$ cat src/rtl/mem_stage_hs_pkg.sv
// Shared definitions for the MEM stage: bus widths, field offsets and load_op bit indices.
// Field offsets are LSB positions; every multi-bit field is read as [LSB +: width].
package mem_stage_hs_pkg;

    localparam int unsigned ES_BUS_W  = 200;
    localparam int unsigned MS_BUS_W  = 190;
    localparam int unsigned ECODE_W   = 15;
    localparam int unsigned CSR_W     = 103;
    localparam int unsigned CSR_NUM_W = 14;
    localparam int unsigned RF_BUS_W  = 5 + 32 + 3 + CSR_NUM_W;

    // load_op one-hot, written as {W,H,B,HU,BU}
    localparam int unsigned LD_W  = 4;
    localparam int unsigned LD_H  = 3;
    localparam int unsigned LD_B  = 2;
    localparam int unsigned LD_HU = 1;
    localparam int unsigned LD_BU = 0;

    typedef logic [4:0] load_op_t;

    // EXE->MEM bus; the top ES_BUS_W-ES_USED_W bits are reserved
    localparam int unsigned ES_ERTN       = 0;
    localparam int unsigned ES_ECODE_LSB  = 1;
    localparam int unsigned ES_EX         = 16;
    localparam int unsigned ES_CSR_LSB    = 17;
    localparam int unsigned ES_RFROM_MEM  = 120;
    localparam int unsigned ES_LOADOP_LSB = 121;
    localparam int unsigned ES_MEM_REQ    = 126;
    localparam int unsigned ES_RESULT_LSB = 127;
    localparam int unsigned ES_DEST_LSB   = 159;
    localparam int unsigned ES_GR_WE      = 164;
    localparam int unsigned ES_PC_LSB     = 165;
    localparam int unsigned ES_USED_W     = 197;

    // MEM->WB bus
    localparam int unsigned MS_ERTN       = 0;
    localparam int unsigned MS_ECODE_LSB  = 1;
    localparam int unsigned MS_EX         = 16;
    localparam int unsigned MS_CSR_LSB    = 17;
    localparam int unsigned MS_RESULT_LSB = 120;
    localparam int unsigned MS_DEST_LSB   = 152;
    localparam int unsigned MS_GR_WE      = 157;
    localparam int unsigned MS_PC_LSB     = 158;

endpackage

$ cat src/rtl/mem_stage_hs_ld_extract.sv
// Load data extraction: shift the selected response word to the byte offset, then
// sign- or zero-extend according to the one-hot load_op.
module mem_stage_hs_ld_extract
    import mem_stage_hs_pkg::*;
#(
    parameter int unsigned DATA_W = 32,
    localparam int unsigned OFF_W = $clog2(DATA_W / 8)
) (
    input  logic [DATA_W-1:0] rdata_sel,
    input  logic [OFF_W-1:0]  offset,
    input  logic [4:0]        load_op,
    output logic [31:0]       load
);

    logic [DATA_W-1:0] sh;

    assign sh = rdata_sel >> {offset, 3'b000};

    always_comb begin
        load = 32'h0;
        unique case (1'b1)
            load_op[LD_W]:  load = sh[31:0];
            load_op[LD_H]:  load = {{16{sh[15]}}, sh[15:0]};
            load_op[LD_B]:  load = {{24{sh[7]}}, sh[7:0]};
            load_op[LD_HU]: load = {16'h0, sh[15:0]};
            load_op[LD_BU]: load = {24'h0, sh[7:0]};
            default:        load = 32'h0;
        endcase
    end

    if (DATA_W > 32) begin : g_wide
        logic unused_sh_hi;
        assign unused_sh_hi = ^sh[DATA_W-1:32];
    end

endmodule

$ cat src/rtl/mem_stage_hs.sv
// MEM stage with a request/response data interface: tracks outstanding requests, drops responses
// of flushed requests, buffers a load result while WB stalls. Optional MS_PERF_CNT_EN adds ms_stall_cnt.
module mem_stage_hs #(
    parameter int unsigned DATA_W   = 32,
    parameter int unsigned MAX_OUTS = 2,
    parameter int unsigned ES_BUS_W = mem_stage_hs_pkg::ES_BUS_W,
    parameter int unsigned MS_BUS_W = mem_stage_hs_pkg::MS_BUS_W
) (
    input  logic                                clk,
    input  logic                                reset,
    input  logic                                es_to_ms_valid,
    input  logic [ES_BUS_W-1:0]                 es_to_ms_bus,
    output logic                                ms_allowin,
    input  logic                                ws_allowin,
    output logic                                ms_to_ws_valid,
    output logic [MS_BUS_W-1:0]                 ms_to_ws_bus,
    output logic [mem_stage_hs_pkg::RF_BUS_W-1:0] ms_rf_bus,
    input  logic                                req_accept,
    input  logic                                data_ok,
    input  logic [DATA_W-1:0]                   rdata,
    input  logic                                flush,
    output logic                                ms_ex,
    output logic                                ms_ertn
`ifdef MS_PERF_CNT_EN
    ,
    output logic [31:0]                         ms_stall_cnt
`endif
);

    import mem_stage_hs_pkg::*;

    localparam int unsigned OFF_W = $clog2(DATA_W / 8);
    localparam int unsigned CNT_W = $clog2(MAX_OUTS + 1);

    logic                ms_valid_q;
    logic [ES_BUS_W-1:0] es_bus_q;
    logic [CNT_W-1:0]    outs_cnt_q, outs_cnt_d;
    logic [CNT_W-1:0]    discard_cnt_q, discard_cnt_d;
    logic                data_got_q;
    logic [DATA_W-1:0]   rdata_buf_q;

    logic [31:0]        f_pc, f_result, final_result, load_val;
    logic [4:0]         f_dest;
    logic [4:0]         f_load_op;
    logic [CSR_W-1:0]   f_csr;
    logic [ECODE_W-1:0] f_ecode;
    logic               f_gr_we, f_mem_req, f_rfrom_mem, f_ex, f_ertn;
    logic               resp_accept, ready_go, ms_leave, ms_data_pending;
    logic [DATA_W-1:0]  rdata_sel;

    assign f_pc        = es_bus_q[ES_PC_LSB +: 32];
    assign f_gr_we     = es_bus_q[ES_GR_WE];
    assign f_dest      = es_bus_q[ES_DEST_LSB +: 5];
    assign f_result    = es_bus_q[ES_RESULT_LSB +: 32];
    assign f_mem_req   = es_bus_q[ES_MEM_REQ];
    assign f_load_op   = es_bus_q[ES_LOADOP_LSB +: 5];
    assign f_rfrom_mem = es_bus_q[ES_RFROM_MEM];
    assign f_csr       = es_bus_q[ES_CSR_LSB +: CSR_W];
    assign f_ex        = es_bus_q[ES_EX];
    assign f_ecode     = es_bus_q[ES_ECODE_LSB +: ECODE_W];
    assign f_ertn      = es_bus_q[ES_ERTN];

    logic unused_es_rsvd;
    assign unused_es_rsvd = ^es_bus_q[ES_BUS_W-1:ES_USED_W];

    // A response belongs to the current entry only once every flushed request has drained.
    assign resp_accept = data_ok && (discard_cnt_q == '0) && ms_valid_q && f_mem_req && !data_got_q;
    assign ready_go    = !f_mem_req || f_ex || data_got_q || resp_accept;

    assign ms_allowin      = !ms_valid_q || (ready_go && ws_allowin);
    assign ms_to_ws_valid  = ms_valid_q && ready_go;
    assign ms_leave        = ms_to_ws_valid && ws_allowin;
    assign ms_data_pending = ms_valid_q && f_rfrom_mem && !ready_go;
    assign ms_ex           = f_ex && ms_valid_q;
    assign ms_ertn         = f_ertn && ms_valid_q;

    assign rdata_sel = data_got_q ? rdata_buf_q : rdata;

    mem_stage_hs_ld_extract #(
        .DATA_W (DATA_W)
    ) u_ld_extract (
        .rdata_sel (rdata_sel),
        .offset    (f_result[OFF_W-1:0]),
        .load_op   (f_load_op),
        .load      (load_val)
    );

    assign final_result = f_rfrom_mem ? load_val : f_result;

    assign ms_to_ws_bus = {f_pc, f_gr_we, f_dest, final_result, f_csr, f_ex, f_ecode, f_ertn};

    assign ms_rf_bus = {f_dest & {5{f_gr_we && ms_valid_q}}, final_result, ms_valid_q,
                        ms_data_pending, f_csr[CSR_W-1], f_csr[CSR_W-2 -: CSR_NUM_W]};

    always_comb begin
        outs_cnt_d = outs_cnt_q;
        if (req_accept && !data_ok) begin
            outs_cnt_d = outs_cnt_q + CNT_W'(1);
        end else if (!req_accept && data_ok) begin
            outs_cnt_d = outs_cnt_q - CNT_W'(1);
        end
    end

    // On flush everything still in flight after this cycle is stale, including EXE's new request.
    always_comb begin
        discard_cnt_d = discard_cnt_q;
        if (flush) begin
            discard_cnt_d = outs_cnt_d;
        end else if (data_ok && discard_cnt_q != '0) begin
            discard_cnt_d = discard_cnt_q - CNT_W'(1);
        end
    end

    always_ff @(posedge clk) begin
        if (reset) begin
            ms_valid_q    <= 1'b0;
            es_bus_q      <= '0;
            outs_cnt_q    <= '0;
            discard_cnt_q <= '0;
            data_got_q    <= 1'b0;
            rdata_buf_q   <= '0;
        end else begin
            outs_cnt_q    <= outs_cnt_d;
            discard_cnt_q <= discard_cnt_d;
            if (flush) begin
                ms_valid_q <= 1'b0;
            end else if (ms_allowin) begin
                ms_valid_q <= es_to_ms_valid;
            end
            if (es_to_ms_valid && ms_allowin) begin
                es_bus_q <= es_to_ms_bus;
            end
            if (flush || ms_leave) begin
                data_got_q <= 1'b0;
            end else if (resp_accept && !ws_allowin) begin
                data_got_q  <= 1'b1;
                rdata_buf_q <= rdata;
            end
        end
    end

`ifdef MS_PERF_CNT_EN
    logic [31:0] stall_cnt_q;

    always_ff @(posedge clk) begin
        if (reset) begin
            stall_cnt_q <= 32'h0;
        end else if (ms_valid_q && !ready_go && stall_cnt_q != 32'hFFFF_FFFF) begin
            stall_cnt_q <= stall_cnt_q + 32'h1;
        end
    end

    assign ms_stall_cnt = stall_cnt_q;
`endif

    outs_overflow_a: assert property (@(posedge clk) disable iff (reset)
        !(req_accept && outs_cnt_q == CNT_W'(MAX_OUTS)));

endmodule

$ cat config.mk
export PLATFORM = sky130hd
export DESIGN_NAME = mem_stage_hs
export DESIGN_NICKNAME = d
export VERILOG_FILES = /design/src/rtl/mem_stage_hs_pkg.sv /design/src/rtl/mem_stage_hs_ld_extract.sv /design/src/rtl/mem_stage_hs.sv
export SDC_FILE = /design/constraint.sdc
export NUM_CORES = 1
export LEC_CHECK = 0
export BUFFER_PORTS_ARGS = -buffer_cell sky130_fd_sc_hd__buf_2
export CAP_MARGIN = 20
export CORE_ASPECT_RATIO = 0.5
export CORE_MARGIN = 1
export CORE_UTILIZATION = 47
export CTS_BUF_LIST = sky130_fd_sc_hd__clkbuf_8
export DETAILED_ROUTE_END_ITERATION = 6
export GPL_TIMING_DRIVEN = 0
export PLACE_DENSITY_LB_ADDON = 0.15
export SKIP_LAST_GASP = 1
export SYNTH_ARGS = -nofsm -noshare
export SYNTH_HDL_FRONTEND = slang
export SYNTH_SLANG_ARGS = --single-unit
$ cat constraint.sdc
create_clock -name clk -period 2.1 [get_ports clk]
set_clock_uncertainty 0.05 [all_clocks]
set_input_delay 0.42 -clock clk [delete_from_list [all_inputs] [get_ports clk]]
set_output_delay 0.42 -clock clk [all_outputs]
set_load 0.005 [all_outputs]
# Yosys cells after proc, flatten, opt, wreduce, memory -nomap -nowiden
# Cells that the tools add are included.
# word_totals
register_bits	235
word_cells	54
out_inout_bits	248
in_bits	239
# op_classes
n_mux	7
bitwise_logic	2
n_reduce_logical	35
n_shift	1
n_addsub	3
# ops
cell	n
32-bit one-hot mux with 5 select lines	1
32-bit two-way mux	2
32-bit by 5-bit >> shifter with 32-bit output	1
1-bit logical AND	17
2-bit two-way mux	4
1-bit logical NOT	7
5-bit AND	1
1-bit logical OR	5
2-bit nonzero test	2
2-bit OR reduction	2
2-bit by 1-bit subtractor with 2-bit output, second input constant	2
2-bit by 1-bit adder with 2-bit output, second input constant	1
2-bit logical NOT	1
2-bit AND reduction	1
1-bit inverter	1

# Depth between registers and ports, before layout
# Gate-level depths: netlist of the first run.
# depth
ltp_word	11
ltp_mapped	9
depth_no_buf	6

# Cells and area by module
# A second synthesis of the first run with hierarchy kept.
# hier_totals
cells_unflattened	1436
area_unflattened_um2	12617.1
# by_module_without_submodules
mod	area_per_inst_um2	seq_area_each_um2	cells_per_inst	n_inst
mem_stage_hs	11765.0	4704.5	1323	1
mem_stage_hs_ld_extract	852.1	0.0	113	1

# Worst setup path before layout of the first run
# OpenSTA, ideal clock, no wires.
# synth_path
path_kind	register to output
from	register es_bus_q[128]
to	output ms_to_ws_bus[134]
slack_ns	-0.125
required_ns	1.630
t_arrival_ns	1.755
stages_incl_launch_ff	5
n_path_buf	2
cell_sequence	dfxtp_1 > clkbuf_1 > mux4_2 > a221o_1 > buf_4
# synth_via
elab_chain_cells	3
# synth_rtl
item	line	text
start: declaration	mem_stage_hs.sv:36	logic [ES_BUS_W-1:0] es_bus_q;
start signal: assignment	mem_stage_hs.sv:131	es_bus_q <= es_to_ms_bus;
32-bit by 5-bit >> shifter with 32-bit output	mem_stage_hs_ld_extract.sv:17	assign sh = rdata_sel >> {offset, 3'b000};
32-bit one-hot mux with 5 select lines	mem_stage_hs_ld_extract.sv:21	unique case (1'b1)
32-bit two-way mux	mem_stage_hs.sv:88	assign final_result = f_rfrom_mem ? load_val : f_result;
end: declaration	mem_stage_hs.sv:16	output logic [MS_BUS_W-1:0] ms_to_ws_bus,
# No other way between the ends.

# Final worst setup path of the first run
# layout_path
from	register es_bus_q[128]
to	output ms_to_ws_bus[138]
# The elaborated chain is that of the path after synthesis.

==> results of run 1 <==
==> layer usage <==
layer / part of all wire [%] / track usage, % / up-vias
met5: 0 / 0 / -
met4: 3.1 / 8.94 / 0
met3: 8.0 / 6.50 / 88
met2: 48 / 44.1 / 468
met1: 40 / 33.0 / 5443
li1: - / - / 5736
==> flip-flops by register name, indices dropped and copies added (netlist names) <==
signal	flops
ms_valid_q	1
rdata_buf_q	32
es_bus_q	197
discard_cnt_q	2
outs_cnt_q	2
data_got_q	1
==> final cells by class <==
| type | count | area (sq um) | share of cell area, % |
|---|---|---|---|
| multi-input cells | 904 | 7180 | 39.1 |
| flip-flops and latches | 235 | 4720 | 25.7 |
| repair buffers | 522 | 2910 | 15.8 |
| plain buffers | 303 | 2280 | 12.4 |
| clock buffers | 51 | 702 | 3.82 |
| well taps | 382 | 478 | 2.60 |
| clock inverters | 15 | 60.1 | 0.327 |
| inverters | 4 | 16.3 | 0.0886 |
| diodes | 6 | 15.0 | 0.0818 |
==> synthesized netlist by cell type, types with 7 or more instances <==
library cell | n | area share (%)
o21ai_0 | 18 | 0.67
dfxtp_1 | 235 | 35
o2bb2ai_1 | 12 | 0.78
mux4_2 | 15 | 2.5
and3_1 | 7 | 0.33
nand2_1 | 72 | 2.0
a221o_1 | 7 | 0.52
buf_6 | 18 | 1.5
buf_2 | 12 | 0.45
o22ai_1 | 9 | 0.42
nand2b_1 | 397 | 18
a31oi_1 | 16 | 0.74
clkbuf_1 | 61 | 1.7
nor2_1 | 26 | 0.72
mux2i_1 | 242 | 18
a21oi_1 | 35 | 1.3
buf_4 | 216 | 12
==> worst register-to-register path: stages, from the launching register on <==
cell	delay, ns
dfxtp_2	0.31
inv_1	0.10
ha_4	0.14
and3_4	0.22
o31ai_4	0.08
buf_4	0.15
a21boi_2	0.14
buf_6	0.16
buf_6	0.20
buf_6	0.20
mux2i_1	0.20
==> metrics by stage <==
stage          hold WS, ns  TNS, ns  worst slack [ns]  utilization (%)
2_1_floorplan        0.383  -0.0296          -0.00751                -
3_3_place_gp         0.397   -30.23            -0.505             58.7
3_5_place_dp         0.399   -33.07            -0.501             58.7
4_1_cts             0.0351   -45.15            -0.811             64.0
5_1_grt             0.0462   -48.60            -0.851             65.8
6_report            0.0711   -43.53            -0.823             65.8
==> kinds of logic (layout without fill, tap and decap cells) <==
family | after synthesis | in the layout | share of synthesized area (%)
other cells | 0 | 6 | 0
compound gates | 107 | 107 | 5.18
simple gates | 536 | 536 | 23.2
buf+inv | 312 | 895 | 15.9
flops | 235 | 235 | 34.9
mux | 258 | 258 | 20.6
xor+xnor | 2 | 2 | 0.130
fa+ha+maj | 1 | 1 | 0.0929
==> timing repair <==
action                                  CTS  global route
endpoints found under the setup margin   74           103
pin swaps                                21            24
resized for setup                       123            68
cloned                                    4             2
hold buffers                              0             0
buffers inserted                         20            14
==> worst max-delay path by stage <==
stage	from	end	slack, ns	cells past startpoint
after floorplan	es_bus_q[128]	ms_to_ws_bus[151]	-0.008	7
after global placement	rdata[15]	ms_to_ws_bus[150]	-0.51	8
after detailed placement	rdata[15]	ms_to_ws_bus[150]	-0.50	8
after CTS	data_got_q	ms_to_ws_bus[143]	-0.81	8
after global routing	es_bus_q[127]	ms_to_ws_bus[144]	-0.85	9
final	es_bus_q[128]	ms_to_ws_bus[138]	-0.82	8
==> power groups by stage <==
stage	Combinational [mW]	Clock (mW)	Sequential, mW
2_1_floorplan	1.44	0	4.93
3_3_place_gp	2.28	0	4.98
3_5_place_dp	2.29	0	4.98
4_1_cts	2.51	4.14	4.89
5_1_grt	2.85	4.37	4.93
6_report	2.66	4.03	4.90
==> results.cfg, run 1 <==
[run_status]
status = finished, violations left
failed_checks = setup timing

[yosys]
synthFlopType = dfxtp_1
synth_cells = 1451
synth_seq_area_share_pct = 34.9
synth_area_sq_mm = 0.0135
ys_async_sr_fraction_pct = 0
postSynthAreaPerCell_sq_um = 9.28
synth_fp_nets = 1691
yosysUniqueCellTypes = 48
synth-edff-count = 0
ys_ff_latch = 235
yosysWarningCount = 0

[pwr]
power_frac_comb_pct = 22.9
power_mw = 11.6
power_density_mw_per_mm2 = 631
leakagePower_nw = 8.77
p_int_mw = 8.39
power_frac_clock_pct = 34.8
p_sw_mw = 3.20
irDropWorstVdd_v = 0.000396
seqPwrFrac_pct = 42.3
swShare_pct = 27.6

[timing]
finalSetupViolations = 67
timing.final.crit_share_pct = 139
rsz0062_at_grt = true
finalHoldViolCount = 0
worstMarginPinSlew_ns = 0.740
slew_violations = 0
setup_ws_ns = -0.823
maxSlewHeadroom_pct = 50.7
min_period_ns = 2.92
max_freq_ghz = 0.342

[route]
drcViolationCount = 0
drtPass1Iterations = 6
wirelength_um = 41300
viasPerCell = 4.85
ant_nets = 0
vias = 11700
wl_per_cell_um = 17.1
drt_iter0_markers = 573

[clocking]
cts-root-buf = clkbuf_8
htree_levels = 2
worstSkewPairLatency_ns = 0.54
cts.reportedPaths.clkPinSlew_ns = 0.07
clockBufferDepth = 3
cts_tree = yes
cts_made_buffers = 37
clock_sinks = 235

[finish]
synthToLayoutAreaGrowth_pct = 36.3
n_fill_cell = 2333
final_common_cell = buf_2
final_area_sq_mm = 0.0184
drive_above_1_share_pct = 45.7
layout_common_cells = 476 x buf_2, 396 x nand2b_1, 237 x mux2i_1
nNetsFinal = 2247
fin_cells = 2422

[placement]
post_dp_cell_area_sq_mm = 0.0164
gp_congestion = 0.932
placedCellCount = 2315
portBuffers = 482
dp_hpwl_um = 30300

[worst_setup_path]
worst_ep_required_time_ns = 1.63
critPathMaxStageDelay_ns = 0.37
worstPathCellList = clkbuf_8 -> nand3b_1 -> buf_6 -> o22ai_4 -> nor2_1 -> a31oi_2 -> buf_4 -> buf_2
cp-end-kind = output port
path_buf_inv = 4
r2r_end = es_bus_q[98]
worst_path_max_delay_cell = dfxtp_2
worst_ep_arrival_time_ns = 2.45
rrSetupSlack_ns = 0.07
crit-reg2reg-launch = discard_cnt_q[0]
start_kind = flop
r2r_cells = 10
cp_max_fo = 10
crit_type = flop to output port
crit_family = buffers and inverters

[floorplanning]
die_w_um = 241
num_rows = 43
io_pins = 487
initial_core_util_pct = 48.2
die_y_um = 122
die_area_sq_mm = 0.0294
core_region_area_sq_mm = 0.0279

[flow_run]
maxCapViolations = 0

[min_path]
hold_start = rdata[2]
hold_end = rdata_buf_q[2]
hold_depth = 3
hold_class = input pin to flop

[global_routing]
grt_pass1_wl_um = 60000
grt_pass1_vias = 10900
grt_use_total_pct = 26.3
antenna_found_initial = 7
grt_max_degree = 11
grt_overflow = 0
Power figures use the tool's default switching activity.
==> inputs of run 2 (changes only) <==
Settings changed: ABC_AREA from default to 1, CORE_AREA from default to 2 2 187 189, CORE_ASPECT_RATIO 0.5 to default, CORE_MARGIN 1 to default, CORE_UTILIZATION 47 to default, DIE_AREA from default to 0 0 189 191.
Clock period 2.1 ns to 3.3 ns, I/O delays scaled along.
==> run 2 against run 1 <==
Compared with the run above: the flow finishes with violations (DRC); non-clock buffer count shrank 31; combinational power decreased by 35%; core utilization shrank 17 points; clock-buffer cell count rose by 10; critical endpoint is now ms_to_ws_bus[122]; highest routed layer is now met5.
==> results.cfg, run 2 <==
[timing]
max_freq_ghz = 0.318
finalHoldViolCount = 0
maxSlewHeadroom_pct = 44.2
finalSetupViolations = 0
min_period_ns = 3.15
fin_tns_setup_ns = 0
timing.final.crit_share_pct = 95.3
slew_violations = 0
rsz0062_at_grt = false
worstMarginPinSlew_ns = 0.838

[clocking]
cts_made_buffers = 45
cts_hold_buf = 0
cts-root-buf = clkbuf_8
cts.reportedPaths.clkPinSlew_ns = 0.06
cts_tree = yes
htree_levels = 2
clockBufferDepth = 3
worstSkewPairLatency_ns = 0.57
clock_sinks = 235

[worst_setup_path]
cp_max_fo = 10
crit_type = flop to output port
cp-end-kind = output port
r2r_cells = 12
start_kind = flop
r2r_end = es_bus_q[177]
rrSetupSlack_ns = 1.21
worst_ep_required_time_ns = 2.59
crit-reg2reg-launch = discard_cnt_q[0]
worst_ep_arrival_time_ns = 2.44

[yosys]
ys_async_sr_fraction_pct = 0
synth_cells = 1991
synth-edff-count = 0
synth.top_cells.by_count = 598 x nand2_1, 407 x nor2_1, 242 x inv_1, 235 x dfxtp_1, 215 x buf_4
synth_largest_area_cell = dfxtp_1
yosysWarningCount = 0
synthFlopType = dfxtp_1
synth_fp_nets = 2231
ys_ff_latch = 235
synth_area_leaders = dfxtp_1 38%, nand2_1 18%, buf_4 13%, nor2_1 12%, inv_1 7.3%
synth_seq_area_share_pct = 37.7
synth_top_area_share_pct = 37.7
yosysUniqueCellTypes = 26
postSynthAreaPerCell_sq_um = 6.27
yosysMostFrequentCell = nand2_1
synth_area_sq_mm = 0.0125

[floorplanning]
io_pins = 487
num_rows = 68
die_y_um = 191
initial_core_util_pct = 36.6
die_area_sq_mm = 0.0361
core_region_area_sq_mm = 0.0341
die_w_um = 189

[pwr]
power_frac_clock_pct = 39.7
seqPwrFrac_pct = 39.1
p_sw_mw = 2.33
p_int_mw = 5.74
irDropWorstVdd_v = 0.000428
power_frac_comb_pct = 21.3
power_density_mw_per_mm2 = 486
swShare_pct = 28.9
power_mw = 8.07
leakagePower_nw = 9.61

[finish]
drive_above_1_share_pct = 33.3
reg_top3 = es_bus_q (197), rdata_buf_q (32)
largest_reg_flops = 197
final_common_cell = nand2_1
nNetsFinal = 2764
synthToLayoutAreaGrowth_pct = 33.1
fin_cells = 3016
largest_register = es_bus_q
layout_common_cells = 590 x nand2_1, 526 x buf_2, 406 x nor2_1

[flow_run]
maxCapViolations = 0

[global_routing]
grt_use_total_pct = 23.7
grt_pass1_vias = 12300
grt_max_degree = 12
grt_overflow = 0
antenna_found_initial = 11
grt_pass1_wl_um = 66700

[run_status]
failed_checks = DRC
status = finished, violations left

[route]
ant_nets = 0
wl_per_cell_um = 14.7
drtPass1Iterations = 7
drcViolationCount = 12
wirelength_um = 44200
vias = 13100
drt_iter0_markers = 612
viasPerCell = 4.33

[min_path]
hold_depth = 2
hold_end = data_got_q
hold_class = input pin to flop
hold_start = ws_allowin

[placement]
placedCellCount = 2929
portBuffers = 483
gp_congestion = 0.900
dp_hpwl_um = 34800
-- run 2: power by group through the flow --
stage	combinational (mW)	sequential, mW	clock, mW
CTS	1.72	3.15	3.29
finish	1.72	3.15	3.20
global route	1.92	3.18	3.42
floorplan	1.03	3.18	0
detailed placement	1.71	3.21	0
global placement	1.70	3.20	0
-- run 2: how the worst max path moves through the flow --
| stage | startpoint | end | cells after the start |
|---|---|---|---|
| 2_1_floorplan | rdata[31] | ms_to_ws_bus[141] | 10 |
| 4_1_cts | es_bus_q[128] | ms_to_ws_bus[146] | 10 |
| 5_1_grt | es_bus_q[128] | ms_to_ws_bus[122] | 9 |
| 6_report | es_bus_q[128] | ms_to_ws_bus[122] | 9 |
| 3_3_place_gp | rdata[23] | ms_to_ws_bus[146] | 12 |
| 3_5_place_dp | rdata[23] | ms_to_ws_bus[146] | 12 |
-- run 2: stage by stage --
stage                     util, %  cell area [sq um]  hold WS (ns)  setup WS, ns
after floorplan                 -              12500         0.374         0.986
after global placement       45.3              15500         0.383         0.369
after detailed placement     45.3              15500         0.387         0.342
after CTS                    48.3              16500         0.188       0.00391
after global routing         48.7              16600         0.200       0.00142
final                        48.7              16600         0.227         0.154
-- run 2: layout make-up --
class,count,area (sq um)
flip-flops and latches,235,4710
repair buffers,486,2440
inverters,247,933
clock inverters,20,170
plain buffers,308,2060
clock buffers,61,840
well taps,455,569
fillers,3655,17500
diodes,3,7.51
multi-input cells,1201,4880
-- run 2: timing repair --
action	4_1_cts	5_1_grt
setup buffers	0	3
pin swaps	0	1
endpoints found under the setup margin	16	53
resized for setup	8	33
-- run 2: critical path, stage by stage (launching register included) --
cell and delay, ns:
dfxtp_1 0.29, buf_2 0.19, clkinvlp_4 0.13, buf_4 0.11, buf_1 0.38, o211ai_1 0.21, nand3_1 0.10, o21ai_0 0.15
buf_4 0.19, buf_2 0.12
-- run 2: cell families (layout without fill, tap and decap cells) --
family,after synthesis,after routing,share of synthesized area (%)
buf+inv,555,1122,23.7
other cells,0,3,0
fa+ha+maj,1,1,0.100
simple gates,1081,1081,33.5
flops,235,235,37.7
compound gates,117,117,4.89
xor+xnor,2,2,0.140
-- run 2: routing by layer --
metal	vias up	wire length, um	track usage, %
li1	6749	-	-
met1	5865	17300	26.3
met2	384	22600	44.3
met3	58	3560	7.36
met4	12	719	5.08
met5	-	79	0
